## src/rtl/dw_denorm_seq_if.sv

```systemverilog
// Operand/result handshake bundle for the sequential denormalizer.
// slave is the denormalizer's view; master is the producer/consumer side.
interface dw_denorm_seq_if #(
  parameter int a_width   = 8,
  parameter int exp_width = 4
);
  logic                 in_valid;
  logic                 in_ready;
  logic [a_width-1:0]   a;
  logic [exp_width-1:0] exp_in;
  logic [exp_width-1:0] exp_target;
  logic                 out_valid;
  logic                 out_ready;
  logic [a_width-1:0]   b;
  logic [exp_width-1:0] exp_out;
  logic                 sticky;
  logic                 zero;

  modport slave (
    input  in_valid, a, exp_in, exp_target, out_ready,
    output in_ready, out_valid, b, exp_out, sticky, zero
  );

  modport master (
    output in_valid, a, exp_in, exp_target, out_ready,
    input  in_ready, out_valid, b, exp_out, sticky, zero
  );
endinterface

```

## src/rtl/dw_denorm_seq.sv

```systemverilog
// Iterative right-shift denormalizer, step bits/cycle; sticky logic only with DW_DENORM_STICKY_EN.
// Latency: accept edge plus ceil(cnt/step) shift edges; holds DONE while out_ready is low, in_ready only in IDLE.
module dw_denorm_seq #(
  parameter int a_width   = 8,
  parameter int exp_width = 4,
  parameter int step      = 2
) (
  input  logic           clk,
  input  logic           rst,
  dw_denorm_seq_if.slave bus
);
  localparam int CW = $clog2(a_width + 1);
  localparam int MW = ((exp_width > CW) ? exp_width : CW) + 1;
  localparam logic [CW-1:0] STEP_C = CW'(step);

  typedef enum logic [1:0] {IDLE, SHIFT, DONE} state_t;

  state_t               state, state_nxt;
  logic [a_width-1:0]   b_q, b_nxt;
  logic [CW-1:0]        cnt_q, cnt_nxt;
  logic [exp_width-1:0] exp_q, exp_nxt;
  logic [exp_width-1:0] shamt;
  logic [CW-1:0]        cnt_init;
  logic [CW-1:0]        k;
  logic                 accept;

  assign accept = (state == IDLE) && bus.in_valid;

  // Shifts of a_width or more saturate to a full shift-out.
  always_comb begin
    shamt    = (bus.exp_target > bus.exp_in) ? (bus.exp_target - bus.exp_in) : '0;
    cnt_init = (MW'(shamt) > MW'(a_width)) ? CW'(a_width) : CW'(shamt);
    k        = (cnt_q < STEP_C) ? cnt_q : STEP_C;
  end

  always_comb begin
    state_nxt = state;
    b_nxt     = b_q;
    cnt_nxt   = cnt_q;
    exp_nxt   = exp_q;
    case (state)
      IDLE: begin
        if (bus.in_valid) begin
          b_nxt     = bus.a;
          cnt_nxt   = cnt_init;
          exp_nxt   = (bus.exp_in > bus.exp_target) ? bus.exp_in : bus.exp_target;
          state_nxt = (cnt_init == '0) ? DONE : SHIFT;
        end
      end
      SHIFT: begin
        b_nxt   = b_q >> k;
        cnt_nxt = cnt_q - k;
        if (cnt_q <= STEP_C) state_nxt = DONE;
      end
      DONE: begin
        if (bus.out_ready) state_nxt = IDLE;
      end
      default: state_nxt = IDLE;
    endcase
  end

  always_ff @(posedge clk or posedge rst) begin
    if (rst) begin
      state <= IDLE;
      b_q   <= '0;
      cnt_q <= '0;
      exp_q <= '0;
    end else begin
      state <= state_nxt;
      b_q   <= b_nxt;
      cnt_q <= cnt_nxt;
      exp_q <= exp_nxt;
    end
  end

`ifdef DW_DENORM_STICKY_EN
  logic [a_width-1:0] out_mask;
  logic               sticky_q;

  // Bits about to fall off the LSB end in this SHIFT cycle.
  assign out_mask = ~({a_width{1'b1}} << k);

  always_ff @(posedge clk or posedge rst) begin
    if (rst) begin
      sticky_q <= 1'b0;
    end else if (accept) begin
      sticky_q <= 1'b0;
    end else if (state == SHIFT) begin
      sticky_q <= sticky_q | (|(b_q & out_mask));
    end
  end

  assign bus.sticky = sticky_q;
`else
  assign bus.sticky = 1'b0;
`endif

  assign bus.in_ready  = (state == IDLE);
  assign bus.out_valid = (state == DONE);
  assign bus.b         = b_q;
  assign bus.exp_out   = exp_q;
  assign bus.zero      = (b_q == '0);
endmodule

```

## src/flat_wrapper.sv

```systemverilog
// flat-port wrapper written by rule: the top's interface ports become plain ports
module dw_denorm_seq_flat 
#(
  parameter int a_width   = 8,
  parameter int exp_width = 4,
  parameter int step      = 2
)
  (clk, rst, bus_in_valid, bus_a, bus_exp_in, bus_exp_target, bus_out_ready, bus_in_ready, bus_out_valid, bus_b, bus_exp_out, bus_sticky, bus_zero);
  dw_denorm_seq_if #(.a_width(a_width), .exp_width(exp_width)) bus_i ();
  input  logic clk;
  input  logic rst;
  input wire logic [$bits(bus_i.in_valid)-1:0] bus_in_valid;
  input wire logic [$bits(bus_i.a)-1:0] bus_a;
  input wire logic [$bits(bus_i.exp_in)-1:0] bus_exp_in;
  input wire logic [$bits(bus_i.exp_target)-1:0] bus_exp_target;
  input wire logic [$bits(bus_i.out_ready)-1:0] bus_out_ready;
  output wire logic [$bits(bus_i.in_ready)-1:0] bus_in_ready;
  output wire logic [$bits(bus_i.out_valid)-1:0] bus_out_valid;
  output wire logic [$bits(bus_i.b)-1:0] bus_b;
  output wire logic [$bits(bus_i.exp_out)-1:0] bus_exp_out;
  output wire logic [$bits(bus_i.sticky)-1:0] bus_sticky;
  output wire logic [$bits(bus_i.zero)-1:0] bus_zero;
  assign bus_i.in_valid = bus_in_valid;
  assign bus_i.a = bus_a;
  assign bus_i.exp_in = bus_exp_in;
  assign bus_i.exp_target = bus_exp_target;
  assign bus_i.out_ready = bus_out_ready;
  assign bus_in_ready = bus_i.in_ready;
  assign bus_out_valid = bus_i.out_valid;
  assign bus_b = bus_i.b;
  assign bus_exp_out = bus_i.exp_out;
  assign bus_sticky = bus_i.sticky;
  assign bus_zero = bus_i.zero;
  dw_denorm_seq #(.a_width(a_width), .exp_width(exp_width), .step(step)) u_core (.clk(clk), .rst(rst), .bus(bus_i));
endmodule
```

## config.mk

```make
export PLATFORM = sky130hd
export DESIGN_NAME = dw_denorm_seq_flat
export DESIGN_NICKNAME = d
export VERILOG_FILES = /design/src/rtl/dw_denorm_seq_if.sv /design/src/rtl/dw_denorm_seq.sv /design/src/flat_wrapper.sv
export SDC_FILE = /design/constraint.sdc
export NUM_CORES = 1
export LEC_CHECK = 0
export CAP_MARGIN = 25
export CORE_AREA = 3 3 61 74
export CTS_BUF_LIST = sky130_fd_sc_hd__clkbuf_4 sky130_fd_sc_hd__clkbuf_8
export DETAILED_ROUTE_END_ITERATION = 6
export DIE_AREA = 0 0 64 77
export PLACE_DENSITY = 0.58
export SKIP_LAST_GASP = 1
export SYNTH_ARGS = -nofsm -noshare
export SYNTH_HDL_FRONTEND = slang
export SYNTH_SLANG_ARGS = --single-unit
```

## constraint.sdc

```tcl
create_clock -name clk -period 4.44 [get_ports clk]
set_input_delay 0.888 -clock clk [delete_from_list [all_inputs] [get_ports clk]]
set_output_delay 0.888 -clock clk [all_outputs]
set_load 0.01 [all_outputs]
```

# Word level (Yosys, flattened, before mapping)
# Index checks and enable logic that the tools add are counted.
classes:
  n_lt_le_gt_ge: 5
  reduce_logical: 7
  add_sub_neg: 2
  mux: 13
  n_eq_ne: 5
  shifts: 1
ops:
  columns: ["cell", "n"]
  rows:
  - ["$mux W4", 5]
  - ["$pmux W8 S2", 1]
  - ["$gt A4 B4 Y1", 2]
  - ["$logic_not A8 Y1", 1]
  - ["$mux W2", 4]
  - ["$mux W8", 1]
  - ["$pmux W4 S2", 1]
  - ["$shr A8 B4 Y8", 1]
  - ["$sub A4 B4 Y4", 2]
  - ["$pmux W2 S3", 1]
  - ["$gt A4 B4 Y1 const B", 1]
  - ["$le A4 B2 Y1 const B", 1]
  - ["$logic_not A4 Y1", 1]
  - ["$lt A4 B2 Y1 const B", 1]
  - ["$ne A2 B2 Y1 const B", 2]
  - ["$reduce_and A2 Y1", 2]
  - ["$reduce_and A3 Y1", 1]
  - ["$eq A2 B1 Y1 const B", 1]
  - ["$eq A2 B2 Y1 const B", 1]
  - ["$logic_not A2 Y1", 1]
  - ["$ne A2 B1 Y1 const B", 1]
  - ["$reduce_bool A2 Y1", 1]
totals:
  output_inout_bits: 16
  in_bits: 20
  word_cells: 37
  ff_bits: 18

# Logic depth before layout (Yosys ltp)
# Gate-level depths: netlist of the first run.
depth:
  ltp_word: 8
  mapped_depth: 8
  mapped_depth_nobuf: 8

# Least setup slack after synthesis of the first run
# No wires, ideal clock.
synth_path:
  path_type: "input-to-reg"
  startpoint: "input bus_exp_target[0]"
  endpoint: "register u_core.state[1]"
  setup_time_ps: 104
  arrival_time_ps: 2384
  setup_slack_ps: 1952
  t_required_ps: 4336
  path_stages: 8
  cell_sequence: "inv_1 ha_1 inv_1 fa_1 or3b_1 a21oi_1 o21ai_0 a221oi_1"
synth_via:
  elab_chain_len: 8
  word_cells_on_any_way: 9
  classes_between: "1 x add/sub; 2 x order compare; 5 x mux; 1 x reduce/logical"
synth_lines:
  columns: ["item", "line", "rtl"]
  rows:
  - ["from (decl)", "flat_wrapper.sv:15", "input wire logic [$bits(bus_i.exp_target)-1:0] bus_exp_target;"]
  - ["$sub A4 B4 Y4 or $gt A4 B4 Y1 (tied branches)", "dw_denorm_seq.sv:31", "shamt = (bus.exp_target > bus.exp_in) ? (bus.exp_target - bus.exp_in) : '0;"]
  - ["$mux W4 *", "dw_denorm_seq.sv:31", null]
  - ["$gt A4 B4 Y1", "dw_denorm_seq.sv:32", "cnt_init = (MW'(shamt) > MW'(a_width)) ? CW'(a_width) : CW'(shamt);"]
  - ["$mux W4 *", "dw_denorm_seq.sv:32", null]
  - ["$logic_not A4 Y1 *", "dw_denorm_seq.sv:47", "state_nxt = (cnt_init == '0) ? DONE : SHIFT;"]
  - ["$mux W2 *", "dw_denorm_seq.sv:47", null]
  - ["$mux W2 *", "dw_denorm_seq.sv:43", "if (bus.in_valid) begin"]
  - ["$pmux W2 S3 *", "dw_denorm_seq.sv:41", "case (state)"]
  - ["to (signal assigned)", "dw_denorm_seq.sv:69", "state <= state_nxt;"]
  - ["to (decl)", "dw_denorm_seq.sv:18", "state_t state, state_nxt;"]
# Every way passes the cells marked *; elsewhere a longest branch is shown, timed or not. The select of a mux whose other input is x is not followed.
# A chain may end at the register's enable or synchronous reset.

# Worst setup path in the final report of the first run
# Ends and elaborated chain as after synthesis.

==> results of run 1 <==
==> worst max-delay path, stage by stage <==
cell and delay (ns):
clkdlybuf4s50_1 0.43, inv_1 0.07, ha_1 0.15, inv_1 0.05, fa_1 0.44, or3b_1 0.39
a21oi_1 0.18, o21ai_0 0.10, a221oi_1 0.25
==> final timing paths <==
path                            slack, ns                   from  cells after the start               endpoint
max in group asynchronous            2.92                    rst                      2        u_core.cnt_q[0]
worst min-delay path                 0.54  u_core.bus.exp_out[0]                      2  u_core.bus.exp_out[0]
min in group asynchronous            1.06                    rst                      2        u_core.state[0]
worst min register to register       0.54  u_core.bus.exp_out[0]                      2  u_core.bus.exp_out[0]
worst max register to register       2.56        u_core.cnt_q[3]                      3        u_core.bus.b[1]
worst max-delay path                 1.66      bus_exp_target[0]                      9        u_core.state[1]
==> synthesized netlist by cell type (all sizes together) (3+ instances only) <==
library cell  count  area (sq um)
dfrtp            18           450
o21ai             8          40.0
clkbuf            6          23.8
nand3             9          45.0
nor2b             4          25.0
nand2             9          33.8
nor2              9          33.8
and3              3          18.8
ha                5          62.6
a21oi            15          75.1
o31ai             3          36.3
mux2              4          45.0
inv              10          37.5
buf               3          30.0
a31oi             4          25.0
nor3              4          20.0
==> state kept, by name, summed over array words and instances, names as in the netlist <==
signal              flops
u_core.state            2
u_core.bus.exp_out      4
u_core.cnt_q            4
u_core.bus.b            8
==> final cells by class <==
class,instances,area share (%)
Tap cell,54,3.89
Sequential cell,18,26.0
Clock buffer,4,3.17
Inverter,10,2.16
Multi-Input combinational cell,114,44.8
Timing Repair Buffer,35,20.0
==> power breakdown <==
group	internal [mW]	total, mW	switching, mW
Combinational	0.288	0.539	0.251
Sequential	0.241	0.354	0.113
Clock	0.0787	0.136	0.0570
==> per-stage QoR <==
stage	hold slack, ns	setup WS (ns)
3_3_place_gp	0.516	1.45
6_report	0.536	1.66
2_1_floorplan	0.533	1.95
3_5_place_dp	0.530	1.36
4_1_cts	0.545	1.63
5_1_grt	0.558	1.44
==> kinds of logic (layout without fill, tap and decap cells) <==
| family | Yosys count | after routing | share of synthesized area, % |
|---|---|---|---|
| other cells | 2 | 2 | 0.569 |
| flops | 18 | 18 | 34.2 |
| simple gates | 47 | 47 | 18.2 |
| buf+inv | 19 | 49 | 6.93 |
| mux | 5 | 5 | 4.17 |
| xor+xnor | 2 | 2 | 1.33 |
| fa+ha+maj | 6 | 6 | 6.26 |
| compound gates | 52 | 52 | 28.4 |
==> layer usage <==
| metal | GRT usage [%] | part of all wire [%] | wire length (microns) | vias up |
|---|---|---|---|---|
| li1 | - | - | - | 623 |
| met1 | 16.9 | 44 | 1560 | 616 |
| met2 | 26.2 | 51 | 1810 | 30 |
| met3 | 2.78 | 4.2 | 147 | 2 |
| met4 | 4.75 | 0.45 | 16 | 0 |
| met5 | 0 | 0 | 0 | - |
==> impl_metrics.json, run 1 <==
{
  "status": "finished clean",
  "placed_cells": 231,
  "synth_seq_cells": 18,
  "drtPass1Iterations": 4,
  "core_area_sq_mm": 0.00391,
  "wl_per_cell_microns": 15.1,
  "vias_per_cell": 5.41,
  "fin_crit_sh_pct": 62.7,
  "clk_latency_ns": 0.25,
  "insertedDiodeCount": 0,
  "ir_drop_uv": 211,
  "grt_antenna_before_repair": 0,
  "syn_inst": 151,
  "syn-cell-area_sq_mm": 0.00132,
  "design_area_sq_mm": 0.00174,
  "post_cts_buffers": 0,
  "start_util_pct": 33.7,
  "fin_skew_ns": 0.00568,
  "rsz0062_at_grt": "no",
  "drc": 0,
  "worst_pin_slew_ns": 0.742,
  "dp_hpwl_microns": 2730,
  "root_buffer": "clkbuf_8",
  "final_core_util_pct": 44.4,
  "critical_path_class": "input port to register",
  "finalSetupTns_ns": 0,
  "synth.avg_cell_area_sq_um": 8.73,
  "die_area_sq_mm": 0.00493,
  "leakagePower_nw": 0.716,
  "overflow": 0,
  "critPathRequiredTime_ns": 4.60,
  "worst_setup_path_end_kind": "register",
  "ys_seq_area_share_pct": 34.2,
  "io_buffer_count": 34,
  "synthToLayoutAreaGrowth_pct": 31.6,
  "synth_edf_count": 0,
  "die_h_microns": 77,
  "layout-drive-gt1-share_pct": 9.94,
  "synth_ff_type": "dfrtp_1",
  "cts_max_path_buffers": 2,
  "cap_violations": 0,
  "dpl_cell_area_sq_mm": 0.00168,
  "cts_resized": 0,
  "regArea_sq_um": 450,
  "synthArstFlopShare_pct": 100,
  "cp.arrival_ns": 2.94,
  "slew_viol_final": 0,
  "path_max_fanout": 5,
  "place_congestion": 0.880,
  "mostFrequentLayoutCell": "clkdlybuf4s50_1",
  "rows": 25,
  "grt_pass1_wl_microns": 5820,
  "die_w_microns": 64,
  "yosysUniqueCellTypes": 49,
  "period_minus_slack_ns": 2.78,
  "power_density_mw_per_mm2": 593,
  "final_cell_mix": "clkdlybuf4s50_1 (34), dfrtp_1 (18), a21oi_1 (15)",
  "hold_viol": 0,
  "syn_nets": 177,
  "max_freq_mhz": 359,
  "pin_count": 36,
  "htreeDepth": 1,
  "grt_pass1_vias": 1280,
  "start_kind": "input port",
  "fillers": 385,
  "cts_buffers": 3,
  "hp-class": "register to register",
  "clkTransAtPathRegs_ns": 0.07,
  "cts_sinks": 18,
  "yosys_warnings": 0,
  "cts_tree": "built",
  "first_iter_violations": 127,
  "power_mw": 1.03,
  "multiInputGateArea_sq_um": 777,
  "fin_cells": 235,
  "drt.antenna.violating_nets": 0,
  "grt_start_max_net_pins": 19,
  "final_nets": 208,
  "track_usage_pct": 14.5,
  "maxSlewHeadroom_pct": 50.5,
  "vias": 1271,
  "routed_wirelength_microns": 3540,
  "setup_violations": 0,
  "postCtsHoldBufs": 0
}
Power figures use the tool's default switching activity.
==> run 2, diff against run 1 <==
--- a/config.mk
+++ b/config.mk
@@ -10,7 +10,7 @@
 export CTS_BUF_LIST = sky130_fd_sc_hd__clkbuf_4 sky130_fd_sc_hd__clkbuf_8
 export DETAILED_ROUTE_END_ITERATION = 6
 export DIE_AREA = 0 0 64 77
-export PLACE_DENSITY = 0.58
+export PLACE_DENSITY = 0.6
 export SKIP_LAST_GASP = 1
 export SYNTH_ARGS = -nofsm -noshare
 export SYNTH_HDL_FRONTEND = slang
==> constraint.sdc (replaced) <==
create_clock -name clk -period 2.5 [get_ports clk]
set_input_delay 0.5 -clock clk [delete_from_list [all_inputs] [get_ports clk]]
set_output_delay 0.5 -clock clk [all_outputs]
set_load 0.01 [all_outputs]
==> impl_metrics.json, run 2 (synthesis results as in run 1) <==
{
  "track_usage_pct": 14.8,
  "maxSlewHeadroom_pct": 51.2,
  "cp_common_cell": "inv_1",
  "pin_count": 36,
  "p_clk_share_pct": 12.7,
  "wl_met1_microns": 1570,
  "mostFrequentLayoutCell": "clkdlybuf4s50_1",
  "final_nets": 217,
  "cp.arrival_ns": 2.60,
  "leakagePower_nw": 0.759,
  "worstHoldEndpoint": "u_core.bus.b[0]",
  "critPathBufInv": 3,
  "root_buffer": "clkbuf_8",
  "top_layer_used": "met4",
  "synthToLayoutAreaGrowth_pct": 37.2,
  "critPathRequiredTime_ns": 2.65,
  "start_util_pct": 33.7,
  "largest_reg_flops": 8,
  "r2r_cells": 3,
  "hp-start": "u_core.bus.b[0]",
  "first_iter_violations": 143,
  "grt_pass1_vias": 1324,
  "die_h_microns": 77,
  "worstHoldPathCells": 1,
  "switching_share_pct": 40.4,
  "drtPass1Iterations": 4,
  "r2r_slack_ns": 0.65,
  "final_core_util_pct": 46.3,
  "insertedDiodeCount": 0,
  "ir_drop_uv": 303,
  "grt_start_max_net_pins": 19,
  "dp_hpwl_microns": 2860,
  "fin_skew_ns": 0.00194,
  "cap_violations": 0,
  "drc": 0,
  "io_buffer_count": 34,
  "cts_max_path_buffers": 2,
  "worst_pin_slew_ns": 0.731,
  "clkTransAtPathRegs_ns": 0.07,
  "setup_violations": 0,
  "power_density_mw_per_mm2": 1030,
  "grt_pass1_wl_microns": 5890,
  "routed_wirelength_microns": 3680,
  "place_congestion": 0.881,
  "final_cell_mix": "clkdlybuf4s50_1 (34), dfrtp_1 (18), a21oi_1 (14)",
  "die_area_sq_mm": 0.00493,
  "vias": 1311,
  "path_cells": "clkdlybuf4s50_1 -> inv_1 -> ha_1 -> inv_1 -> fa_2 -> or3b_1 -> a21oi_2 -> o21ai_0 -> a221oi_1",
  "core_area_sq_mm": 0.00391,
  "rows": 25,
  "status": "finished clean",
  "internal_power_mw": 1.11,
  "rsz0062_at_grt": "no",
  "fin_crit_sh_pct": 98.1,
  "overflow": 0,
  "htreeDepth": 1,
  "slowest_stage": "clkdlybuf4s50_1",
  "switchingPower_uw": 752,
  "cts_tree": "built",
  "seqPwrFrac_pct": 32.4,
  "timing.rr.start": "u_core.cnt_q[3]",
  "grt_antenna_before_repair": 0,
  "hold_slack_ns": 0.538,
  "worst_setup_path_end_kind": "register",
  "drt.antenna.violating_nets": 0,
  "path_max_fanout": 4,
  "wl_per_cell_microns": 15.1,
  "rr_endpoint": "u_core.bus.b[1]",
  "critical_path_class": "input port to register",
  "clk_latency_ns": 0.25,
  "dr_wl_met3_microns": 192,
  "start_kind": "input port",
  "cts_sinks": 18,
  "wl_met2_microns": 1870,
  "vias_per_cell": 5.37,
  "layout-drive-gt1-share_pct": 15.3,
  "max_stage_delay_ns": 0.44,
  "die_w_microns": 64,
  "cp_top_family": "compound AO/OA/AOI/OAI gates",
  "period_minus_slack_ns": 2.45,
  "hp-class": "register to register",
  "slew_viol_final": 0,
  "cts_buffers": 3,
  "hold_viol": 0,
  "power_frac_comb_pct": 54.9,
  "max_freq_mhz": 408
}
-- run 2: changes by cell type in the layout (fill, tap and decap cells not counted) --
cell     delta
a21oi_2     +1
buf_4       +9
fa_1        -1
fa_2        +1
a21oi_1     -1
-- run 2: metal layers --
metal | vias up | GRT usage [%]
li1 | 635 | -
met1 | 624 | 16.3
met2 | 46 | 26.4
met3 | 6 | 2.78
met4 | 0 | 7.78
met5 | - | 0
-- run 2: layout make-up --
class	count	area, sq um
tap	54	67.6
clock buffer	4	55.1
multi-input combinational	114	783
inverter	10	37.5
timing repair buffer	44	415
fill	394	2100
sequential	18	450
-- run 2: power groups by stage --
stage	combinational [mW]	sequential, mW	clock, mW
CTS	1.03	0.602	0.246
floorplan	0.621	0.592	0
detailed placement	1.02	0.607	0
global route	1.11	0.627	0.258
global placement	1.01	0.600	0
finish	1.02	0.603	0.237
-- run 2: metrics by stage --
stage	cell area [sq um]	cells	setup WS [ns]	setup TNS [ns]	power [mW]
floorplan	1320	151	0.400	0	1.21
global placement	1750	240	-0.0724	-0.0724	1.61
detailed placement	1750	240	-0.259	-0.362	1.63
CTS	1800	244	0.00565	0	1.88
global route	1810	244	0.0405	0	1.99
finish	1810	244	0.0467	0	1.86
-- run 2: what timing repair did --
item,4_1_cts,5_1_grt
setup endpoints to repair,0,1
hold buffers,0,0
resized for setup,0,2
buffers inserted,0,0
-- run 2: worst register-to-register path, cell delays in order (launching register included) --
cell and delay (ns):
dfrtp_1 0.42, or3_1 0.52, o31ai_4 0.42, mux2_2 0.39
-- run 2: worst max path at each step --
stage / start / end / slack [ns] / cells past startpoint
2_1_floorplan: bus_exp_target[0] / u_core.state[1] / 0.40 / 8
3_5_place_dp: bus_exp_target[0] / u_core.state[1] / -0.26 / 9
5_1_grt: bus_exp_in[0] / u_core.state[1] / 0.04 / 8
3_3_place_gp: bus_exp_in[0] / u_core.state[1] / -0.07 / 8
6_report: bus_exp_target[0] / u_core.state[1] / 0.05 / 9
4_1_cts: bus_exp_target[0] / u_core.state[1] / 0.006 / 9
==> run 3, diff against run 2 <==
--- a/config.mk
+++ b/config.mk
@@ -6,11 +6,11 @@
 export NUM_CORES = 1
 export LEC_CHECK = 0
 export CAP_MARGIN = 25
-export CORE_AREA = 3 3 61 74
+export CORE_AREA = 3 3 50 61
 export CTS_BUF_LIST = sky130_fd_sc_hd__clkbuf_4 sky130_fd_sc_hd__clkbuf_8
 export DETAILED_ROUTE_END_ITERATION = 6
-export DIE_AREA = 0 0 64 77
-export PLACE_DENSITY = 0.6
+export DIE_AREA = 0 0 53 64
+export PLACE_DENSITY = 0.83
 export SKIP_LAST_GASP = 1
 export SYNTH_ARGS = -nofsm -noshare
 export SYNTH_HDL_FRONTEND = slang
==> constraint.sdc (replaced) <==
create_clock -name clk -period 2.9 [get_ports clk]
set_input_delay 0.58 -clock clk [delete_from_list [all_inputs] [get_ports clk]]
set_output_delay 0.58 -clock clk [all_outputs]
set_load 0.01 [all_outputs]
==> impl_metrics.json, run 3 (synthesis results as in run 1) <==
{
  "root_buffer": "clkbuf_4",
  "switching_share_pct": 41.7,
  "wl_met2_microns": 1830,
  "routed_wirelength_microns": 3380,
  "status": "finished clean",
  "dp_slack_ns": 0.104,
  "slew_viol_final": 0,
  "leakagePower_nw": 0.708,
  "top_layer_used": "met4",
  "die_area_sq_mm": 0.00339,
  "clkTransAtPathRegs_ns": 0.10,
  "htreeDepth": 1,
  "start_kind": "register",
  "fin_cells": 214,
  "layout-drive-gt1-share_pct": 9.94,
  "timing.rr.start": "u_core.cnt_q[3]",
  "path_cells": "or4_1 -> nor2_1 -> clkdlybuf4s50_1",
  "final_nets": 208,
  "drt.antenna.violating_nets": 0,
  "rsz0062_at_grt": "no",
  "seqPwrFrac_pct": 35.1,
  "cap_violations": 0,
  "r2r_cells": 3,
  "critPathRequiredTime_ns": 2.32,
  "period_minus_slack_ns": 2.49,
  "path_max_fanout": 5,
  "cts_resized": 0,
  "insertedDiodeCount": 0,
  "r2r_slack_ns": 1.03,
  "grt_start_max_net_pins": 19,
  "startpoint": "u_core.bus.b[6]",
  "vias": 1309,
  "cp_top_family": "simple AND/OR/NAND/NOR gates",
  "die_h_microns": 64,
  "synthToLayoutAreaGrowth_pct": 28.2,
  "fin_crit_sh_pct": 85.9,
  "hp-class": "register to register",
  "grt_pass1_vias": 1375,
  "grt_antenna_before_repair": 0,
  "core_area_sq_mm": 0.00253,
  "wl_met1_microns": 1330,
  "power_density_mw_per_mm2": 900,
  "max_freq_mhz": 402,
  "postCtsHoldBufs": 0,
  "internal_power_uw": 886,
  "wl_per_cell_microns": 15.8,
  "pin_count": 36,
  "endpoint": "bus_zero",
  "die_w_microns": 53,
  "worst_pin_slew_ns": 0.707,
  "first_iter_violations": 48,
  "overflow": 0,
  "switchingPower_uw": 635,
  "hold_viol": 0,
  "placed_cells": 210,
  "drc": 0,
  "drtPass1Iterations": 4,
  "dr_wl_met3_microns": 178,
  "clk_latency_ns": 0.29,
  "cp.arrival_ns": 1.91,
  "final_cell_mix": "clkdlybuf4s50_1 (34), dfrtp_1 (18), a21oi_1 (15)",
  "critical_path_class": "register to output pin",
  "worst_setup_path_end_kind": "output pin",
  "final_core_util_pct": 66.9,
  "start_util_pct": 52.2,
  "dp_hpwl_microns": 2600,
  "mostFrequentLayoutCell": "clkdlybuf4s50_1",
  "largest_reg_flops": 8,
  "worst_slack_ns": 0.409,
  "place_congestion": 0.898,
  "critPathBufInv": 1,
  "rows": 20,
  "io_buffer_count": 34,
  "slowest_stage": "or4_1",
  "grt_pass1_wl_microns": 5550,
  "cts_max_path_buffers": 2,
  "finalSetupTns_ns": 0,
  "cts_buffers": 3,
  "ir_drop_uv": 421,
  "maxSlewHeadroom_pct": 52.8,
  "power_frac_comb_pct": 54.8,
  "fin_skew_ns": 0.00562,
  "vias_per_cell": 6.12,
  "cts_sinks": 18,
  "rr_endpoint": "u_core.bus.b[0]",
  "max_stage_delay_ns": 0.54,
  "cp.depth": 3,
  "cts_tree": "built",
  "post_cts_buffers": 0,
  "p_clk_share_pct": 10.0,
  "track_usage_pct": 21.0,
  "setup_violations": 0
}
## run 3: cell count changes in the layout (fill, tap and decap cells not counted), sizes merged
cell / before / now
buf: 10 / 1
## run 3: worst reg2reg max path: stages, from the launching register on
cell	delay (ns)
dfrtp_1	0.43
or3_1	0.53
o31ai_4	0.41
mux2_2	0.39
## run 3: power groups by stage
stage,combinational [mW],sequential [mW],clock (mW)
after floorplan,0.535,0.510,0
after global placement,0.810,0.532,0
after detailed placement,0.830,0.537,0
after CTS,0.836,0.531,0.155
after global routing,0.910,0.557,0.167
final,0.834,0.534,0.153
## run 3: worst min-delay path by stage
stage,startpoint,to,cells after the start
after floorplan,rst,u_core.bus.b[0],1
after global placement,u_core.bus.exp_out[0],u_core.bus.exp_out[0],2
after detailed placement,u_core.bus.exp_out[1],u_core.bus.exp_out[1],2
after CTS,u_core.bus.exp_out[1],u_core.bus.exp_out[1],2
after global routing,u_core.bus.b[0],u_core.bus.b[0],1
final,u_core.bus.exp_out[1],u_core.bus.exp_out[1],2
## run 3: cell type report
type	count	area (sq um)
tap	33	41.3
clock buffer	4	36.3
timing repair buffer	35	348
fill	215	837
multi-input combinational	114	777
inverter	10	37.5
sequential	18	450
## run 3: layer usage
layer  up-vias  track usage (%)
met4         0             10.2
li1        618                -
met1       630             21.6
met5         -                0
met2        55             40.1
met3         6             1.86
## run 3: through the flow
step / total power, mW / area [sq um] / hold slack [ns]
after floorplan: 1.05 / 1320 / 0.519
after global placement: 1.34 / 1650 / 0.513
after detailed placement: 1.37 / 1650 / 0.525
after CTS: 1.52 / 1690 / 0.547
after global routing: 1.63 / 1690 / 0.568
final: 1.52 / 1690 / 0.540
